<file path="src/rtl/mips_trace_buffer.sv">
// Cycle-stamped trace capture for the MIPS datapath: schedule/trigger FSM feeding a DEPTH-entry FIFO.
// Optional macro TRACE_STOP_ON_FULL_EN: stop on a full FIFO instead of overwriting the oldest sample.
module mips_trace_buffer #(
  parameter int DATA_W = 32,
  parameter int NCH    = 4,
  parameter int DEPTH  = 16,
  parameter int CNT_W  = 16
) (
  input  logic                      clk,
  input  logic                      rst_n,
  input  logic                      arm,
  input  logic                      abort,
  input  logic [1:0]                mode,
  input  logic [CNT_W-1:0]          start_cycle,
  input  logic [CNT_W-1:0]          period,
  input  logic                      trig,
  input  logic [NCH*DATA_W-1:0]     ch_in,
  input  logic                      zero_in,
  input  logic                      rd_en,
  output logic [NCH*DATA_W-1:0]     rd_data,
  output logic                      rd_zero,
  output logic [CNT_W-1:0]          rd_cycle,
  output logic                      rd_valid,
  output logic                      empty,
  output logic                      full,
  output logic [$clog2(DEPTH):0]    count,
  output logic                      overflow,
  output logic                      busy,
  output logic [1:0]                state_dbg
);

  localparam int SW    = NCH * DATA_W;
  localparam int PTR_W = $clog2(DEPTH);
  localparam logic [PTR_W:0]   FULL_CNT = (PTR_W + 1)'(DEPTH);
  localparam logic [PTR_W:0]   CNT_ONE  = (PTR_W + 1)'(1);
  localparam logic [PTR_W-1:0] PTR_ONE  = PTR_W'(1);
  localparam logic [CNT_W-1:0] CYC_ONE  = CNT_W'(1);
  localparam logic [CNT_W-1:0] CYC_MAX  = '1;

  typedef enum logic [1:0] {
    S_IDLE    = 2'd0,
    S_WAIT    = 2'd1,
    S_CAPTURE = 2'd2,
    S_DONE    = 2'd3
  } state_t;

  state_t           state;
  logic [1:0]       mode_q;
  logic [CNT_W-1:0] start_q;
  logic [CNT_W-1:0] per_m1;
  logic [CNT_W-1:0] per_cnt;
  logic [CNT_W-1:0] cyc;

  logic [SW-1:0]    mem_data [DEPTH];
  logic             mem_zero [DEPTH];
  logic [CNT_W-1:0] mem_cyc  [DEPTH];
  logic [PTR_W-1:0] wr_ptr;
  logic [PTR_W-1:0] rd_ptr;

  logic eligible;
  logic wr_req;
  logic wr_do;
  logic drop;
  logic overwrite;
  logic pop;
  logic rd_adv;
  logic clear;

  assign state_dbg = state;
  assign empty     = (count == '0);
  assign full      = (count == FULL_CNT);
  assign pop       = rd_en && !empty;
  assign clear     = arm && ((state == S_IDLE) || (state == S_DONE));

  // Start cycle is eligible for every mode except trigger mode, which still needs trig.
  always_comb begin
    eligible = 1'b0;
    case (state)
      S_WAIT: begin
        if (cyc == start_q) begin
          eligible = (mode_q == 2'd2) ? trig : 1'b1;
        end
      end
      S_CAPTURE: begin
        case (mode_q)
          2'd1:    eligible = (per_cnt == '0);
          2'd2:    eligible = trig;
          2'd3:    eligible = 1'b1;
          default: eligible = 1'b0;
        endcase
      end
      default: eligible = 1'b0;
    endcase
  end

  assign wr_req = eligible && !abort;

`ifdef TRACE_STOP_ON_FULL_EN
  assign wr_do     = wr_req && (!full || pop);
  assign drop      = wr_req && full && !pop;
  assign overwrite = 1'b0;
`else
  assign wr_do     = wr_req;
  assign drop      = 1'b0;
  assign overwrite = wr_req && full && !pop;
`endif

  assign rd_adv = pop || overwrite;

  always_ff @(posedge clk or negedge rst_n) begin
    if (!rst_n) begin
      state   <= S_IDLE;
      busy    <= 1'b0;
      mode_q  <= 2'd0;
      start_q <= '0;
      per_m1  <= '0;
      per_cnt <= '0;
      cyc     <= '0;
    end else begin
      case (state)
        S_IDLE, S_DONE: begin
          if (arm) begin
            state   <= S_WAIT;
            busy    <= 1'b1;
            mode_q  <= mode;
            start_q <= start_cycle;
            per_m1  <= (period == '0) ? '0 : period - CYC_ONE;
            cyc     <= '0;
          end
        end
        S_WAIT: begin
          if (cyc != CYC_MAX) cyc <= cyc + CYC_ONE;
          if (abort) begin
            state <= S_DONE;
            busy  <= 1'b0;
          end else if (cyc == start_q) begin
            per_cnt <= per_m1;
            if (mode_q == 2'd0) begin
              state <= S_DONE;
              busy  <= 1'b0;
            end else begin
              state <= S_CAPTURE;
            end
          end
        end
        S_CAPTURE: begin
          if (cyc != CYC_MAX) cyc <= cyc + CYC_ONE;
          // per_cnt counts down to the next periodic sample and reloads on it.
          if (per_cnt == '0) per_cnt <= per_m1;
          else               per_cnt <= per_cnt - CYC_ONE;
          if (abort || drop) begin
            state <= S_DONE;
            busy  <= 1'b0;
          end
        end
        default: begin
          state <= S_IDLE;
          busy  <= 1'b0;
        end
      endcase
    end
  end

  always_ff @(posedge clk) begin
    if (wr_do) begin
      mem_data[wr_ptr] <= ch_in;
      mem_zero[wr_ptr] <= zero_in;
      mem_cyc[wr_ptr]  <= cyc;
    end
  end

  // A pop and a write on the same edge keep count; a ring overwrite advances both pointers.
  always_ff @(posedge clk or negedge rst_n) begin
    if (!rst_n) begin
      wr_ptr   <= '0;
      rd_ptr   <= '0;
      count    <= '0;
      overflow <= 1'b0;
      rd_valid <= 1'b0;
      rd_data  <= '0;
      rd_zero  <= 1'b0;
      rd_cycle <= '0;
    end else begin
      rd_valid <= pop;
      if (pop) begin
        rd_data  <= mem_data[rd_ptr];
        rd_zero  <= mem_zero[rd_ptr];
        rd_cycle <= mem_cyc[rd_ptr];
      end
      if (clear) begin
        wr_ptr   <= '0;
        rd_ptr   <= '0;
        count    <= '0;
        overflow <= 1'b0;
      end else begin
        if (wr_do)  wr_ptr <= wr_ptr + PTR_ONE;
        if (rd_adv) rd_ptr <= rd_ptr + PTR_ONE;
        case ({wr_do, rd_adv})
          2'b10:   count <= count + CNT_ONE;
          2'b01:   count <= count - CNT_ONE;
          default: count <= count;
        endcase
        if (drop || overwrite) overflow <= 1'b1;
      end
    end
  end

endmodule

</file>
<file path="config.mk">
export PLATFORM = sky130hd
export DESIGN_NAME = mips_trace_buffer
export DESIGN_NICKNAME = d
export VERILOG_FILES = /design/src/rtl/mips_trace_buffer.sv
export SDC_FILE = /design/constraint.sdc
export NUM_CORES = 2
export LEC_CHECK = 0
export CAP_MARGIN = 30
export CORE_MARGIN = 2
export CORE_UTILIZATION = 30
export CTS_CLUSTER_DIAMETER = 60
export CTS_CLUSTER_SIZE = 12
export DETAILED_ROUTE_END_ITERATION = 6
export MAX_ROUTING_LAYER = met4
export PLACE_DENSITY_LB_ADDON = 0.25
export SYNTH_ARGS = -nofsm -noshare
export SYNTH_HDL_FRONTEND = slang
export SYNTH_SLANG_ARGS = --single-unit
export TNS_END_PERCENT = 5
</file>
<file path="constraint.sdc">
create_clock -name clk -period 17.95 [get_ports clk]
set_input_delay 1.795 -clock clk [delete_from_list [all_inputs] [get_ports clk]]
set_output_delay 1.795 -clock clk [all_outputs]
set_load 0.1 [all_outputs]
</file>
Word-level counts from Yosys, hierarchy flattened --
Memory sizes are Yosys's and may differ from the RTL's. A register that Yosys moved wholly into a read port is not among the register bits. Index checks and enable logic that the tools add are counted. Widths: inputs -> output; s select.
Word-level totals: bits of input ports 169, memories 3, output and inout port bits 157, RAM bits 2320, bits in registers 84, logic and storage cells 104
Cells by class: eq/ne operators 18, mux-type cells 34, reductions and logical operators 30, add/subtract/negate cells 7
Memory list:
- mem_data | depth 16, width 128, rd ports 1, clocked after memory_dff 1, write ports 1, RTL line 54 | logic [SW-1:0] mem_data [DEPTH];
- mem_cyc | depth 16, width 16, rd ports 1, clocked after memory_dff 1, write ports 1, RTL line 56 | logic [CNT_W-1:0] mem_cyc [DEPTH];
- mem_zero | depth 16, width 1, rd ports 1, clocked after memory_dff 1, write ports 1, RTL line 55 | logic mem_zero [DEPTH];
Operators with widths (count):
- $mux 16 | 6
- $pmux 16 s2 | 2
- $logic_not 16->1 | 2
- $sub 16x1->16 const B | 2
- $add 16x1->16 const B | 1
- $eq 16x16->1 | 1
- $mux 4 | 4
- $ne 16x16->1 const B | 1
- $mux 1 | 12
- $eq 2x2->1 const B | 5
- $pmux 5 s2 | 1
- $add 4x1->4 const B | 2
- $mux 2 | 4
- $ne 2x2->1 const B | 4
- $reduce_bool 2->1 | 4
- $eq 2x1->1 const B | 3
- $logic_not 1->1 | 6
- $ne 3x3->1 const B | 2
- $pmux 1 s3 | 2
- $pmux 2 s3 | 1
- $reduce_and 3->1 | 2
- $add 5x1->5 const B | 1
- $eq 5x5->1 const B | 1
- $logic_and 1x1->1 | 5
- 11 further kinds | 15

Longest topological paths before layout --
word-level depth 11, mapped depth 16, depth with buffers taken out 15

Least setup slack after synthesis --
No wires, ideal clock.
path kind input to register, start input port abort, end memory mem_cyc[1][0] (enable), required time 16945 ps, data arrival time 16314 ps, stages 6, setup slack 632 ps, buffers on the path 1, setup time 1005 ps, cells stage by stage nor2_1 -> nand2_1 -> a21oi_1 -> a21oi_1 -> buf_2 -> nor4_1
On the way: word-level cells in the longest chain between the ends 4
RTL lines:
- start, declared | RTL line 12 | input logic abort,
- $logic_not 1->1 | RTL line 96 | assign wr_req = eligible && !abort;
- $logic_and 1x1->1 | RTL line 96
- $mux 1 | RTL line 165 | if (wr_do) begin
- $mux 1 (implied by the code) | RTL line 168 | mem_cyc[wr_ptr] <= cyc;
- end, declared | RTL line 56
No other way between the ends.

Worst setup path after layout --
start input port abort, end memory mem_data[10][81] in the netlist's numbering (enable)
On the way: word-level cells in the longest chain between the ends 4
RTL lines:
- $logic_not 1->1 | RTL line 96
- $logic_and 1x1->1 | RTL line 96
- $mux 1 | RTL line 165
- $mux 1 (implied by the code) | RTL line 166 | mem_data[wr_ptr] <= ch_in;
- end, declared | RTL line 54
No other way between the ends.

==> key figures <==
Run status
  – Status: complete, no violations

Timing
  – Fin. max-slew vios: 0
  – Fmax: ~180 MHz
  – Setup violators final: 0
  – Endpoints failing hold: 0
  – Fin Setup TNS: 0 ns
  – Worst Max-Slew Pin Slew: approximately 1.1 ns
  – Final Skew: roughly 0.066 ns
  – RSZ-0062 raised after global routing: false
  – Post-route minimum period: 5.647 ns
  – Hold_ws: 0.4705 ns
  – Relative slew margins: 28.33%
  – Part of the cycle the worst path needs: approximately a third

Logic synthesis
  – Post-synth top area share: ~71%
  – Synth Register Bits: approximately 2500
  – Synth Warn #: 0
  – Post-synth EDFFs: between 2000 and 2500
  – Synthesized cell area: about 100000 µm²
  – Top cells by area, synth: edfxtp_1 71%, mux4_2 12%, dfrtp_1 5.9%
  – Avg Cell Area, Syn: about 20 µm²
  – Most used flip-flop cell after synthesis: edfxtp_1
  – Register area share after synthesis: approximately 77%
  – Synth Instances: between 4000 and 5000
  – Synth area leader: edfxtp_1
  – Netlist cell types: 61
  – Fraction of registers with async set/reset: about 9.0%
  – Mapped Nets: approximately 5000

Pwr
  – Seq pwr share: 42.3%
  – Max VDD drop: between 100 and 150 µV
  – Power density over cell area: ~140 nW/µm²
  – Net Sw Frac: ~33%
  – P_int: 11.24 mW
  – Clock power frac: approximately 31%
  – Combinational share of power: 26.7%
  – Leakage: roughly 36 nW
  – Sw Pwr: 5.414 mW

Setup path
  – Worst setup SP type: primary input
  – Crit path max fanout: between 40 and 50
  – Critical Path Sink Type: flip-flop
  – Required time of the critical path: about 18 ns
  – CP Class: in2reg
  – Arrival @ worst endpoint: a little over 6 ns

Drt
  – DR iter-0 viols: roughly 3900
  – DR vias: 48400
  – WL/cell: between 20 and 30 µm
  – Vias/cell: around 4.9
  – Drt pass-1 iters: 6
  – DRC: 0
  – DRT Wirelength: approximately 260000 µm
  – ANT nets after route: 0

Cells and area
  – Area delta synth->final: 17.81%
  – Commonest non-fill, non-tap cells in the layout: 2320 x edfxtp_1, 521 x mux4_2, 462 x nand2_1
  – Final net count: 5457
  – Commonest non-fill, non-tap cell in the layout: edfxtp_1
  – Layout cells sized above 1: roughly a fifth
  – Final cell utilization of the core: a little over a third

Clocking
  – Clock Latency Late Sink: 0.85 ns
  – CTS Root Cell: clkbuf_16
  – CTS resizes: 0
  – Clock transition at path regs: approximately 0.06 ns
  – Clock Path Buffers: 4
  – Num Clock Sinks: approximately 2500
  – CTS tree: done
  – CTS Buf Count: between 200 and 300
  – # Post-CTS Setup Buffers: 0
  – CTS H-Tree Depth: 5
  – Hold-fix buffers at CTS: 0

Floorplan
  – Die height: 574.9 µm
  – Initial Util: slightly above 30%
  – Die width: 574.9 µm
  – Core ar.: 324300 µm²
  – Cell Rows: roughly 210
  – Boundary pin count: ~330
  – Full die area: between 300000 and 400000 µm²

Placement
  – IO buf count: between 300 and 400
  – GP Congestion: approximately 0.74
  – Post-detail-place hpwl: between 100000 and 150000 µm

Hold path
  – Hold/Removal Path Class: reg2reg

Global routing
  – First-pass GRT wire length: between 300000 and 400000 µm
  – GR peak layer: met2
  – GRT Resource Usage Total: between 10% and 20%
  – Met2 usage: between 20% and 30%
  – Global route total overflow: 0
  – Initial antenna violation count: 55
  – Vias in the first global route: 50880
  – GR Util met3: between 2 and 3%
  – Met1 usage: a little over a fifth
  – Largest net degree at the start of global routing: approximately 130

Run
  – Max-cap violations: 0
[cell type report]
type	count	area (µm²)
inverter	24	95.09
antenna	33	82.58
timing repair buffer	456	5042
sequential	2549	75410
clock inverter	36	349.1
fill	30150	209100
tap	4325	5411
multi-input combinational	1976	21300
clock buffer	420	7497
[sequential cells by signal, summed over array words and instances, names as in the netlist]
signal,cells
per_m1,16
rd_ptr,4
mem_data,2048
cyc,16
start_q,16
busy,1
rd_data,128
mem_cyc,256
count,5
rd_cycle,16
wr_ptr,4
rd_valid,1
state_dbg,2
mode_q,2
overflow,1
per_cnt,16
mem_zero,16
rd_zero,1
[power groups by stage]
stage | combinational, mW | clock (mW) | sequential (mW)
2_1_floorplan | 1.99 | 0 | 8.22
3_3_place_gp | 4.39 | 0 | 7.17
3_5_place_dp | 4.52 | 0 | 7.18
6_report | 4.45 | 5.16 | 7.04
5_1_grt | 4.73 | 5.53 | 7.08
4_1_cts | 4.54 | 5.30 | 7.06
[worst max-delay path: stages]
cell and delay [ns]:
clkdlybuf4s50_1 0.50, nor2_1 0.24, nand4b_1 0.13, o21ai_1 0.28, a21oi_1 0.09, buf_4 0.25
nor3b_1 0.42, and2_4 0.80, buf_4 0.35, buf_16 0.29, buf_4 0.53, buf_12 0.30
[worst paths after layout]
kind,startpoint,end,slack (ns),depth (start not counted)
setup / recovery,abort,mem_data[10][81]$_DFFE_PP_,12.30,12
hold / removal,rd_data[89]$_DFFE_PN0P_,rd_data[89]$_DFFE_PN0P_,0.47,2
setup reg to reg,cyc[0]$_DFFE_PN0P_,mem_data[10][81]$_DFFE_PP_,12.41,11
hold reg to reg,rd_data[89]$_DFFE_PN0P_,rd_data[89]$_DFFE_PN0P_,0.47,2
max in group asynchronous,rst_n,rd_data[20]$_DFFE_PN0P_,15.61,2
min in group asynchronous,rst_n,rd_data[77]$_DFFE_PN0P_,0.92,1
[Yosys cell counts, types with 12 or more instances]
master	n
dfrtp_1	229
clkbuf_1	145
ha_1	14
xnor2_1	30
nor2b_1	106
buf_2	77
nor4_1	12
nor3_1	19
mux2i_1	279
buf_1	41
mux2_2	36
nand2_1	464
xor2_1	12
mux4_2	521
nand3_1	16
o21ai_0	86
o311ai_0	71
nor2_1	50
edfxtp_1	2320
a21oi_1	28
o221ai_1	33
o22ai_1	102
inv_1	23
and2_1	14
[cell families after synthesis]
family | after synthesis | synth area share (%)
XOR/XNOR | 42 | 0.3762
buffers and inverters | 289 | 1.219
AO/OA/AOI/OAI | 354 | 2.458
adder cells (fa/ha/maj) | 15 | 0.1996
flip-flops | 2549 | 77.11
multiplexers | 836 | 15.27
AND/OR/NAND/NOR | 729 | 3.364
[per-stage QoR]
step / cells / total power, mW / area (µm²) / setup slack, ns
final: 9819 / 16.65 / 115200 / 12.30
after global routing: 9816 / 17.34 / 115200 / 12.02
after CTS: 9781 / 16.90 / 115000 / 11.92
after detailed placement: 9325 / 11.70 / 107100 / 11.05
after global placement: 9286 / 11.57 / 106200 / 10.82
after floorplan: 4814 / 10.21 / 97780 / 0.6316
[routing by layer]
metal | vias to the layer above | share of wire [%]
li1 | 20520 | -
met1 | 26330 | 44
met2 | 1204 | 49
met3 | 346 | 5.1
met4 | 0 | 1.9
met5 | - | 0
Note: power is estimated with default switching activity, not from simulation.
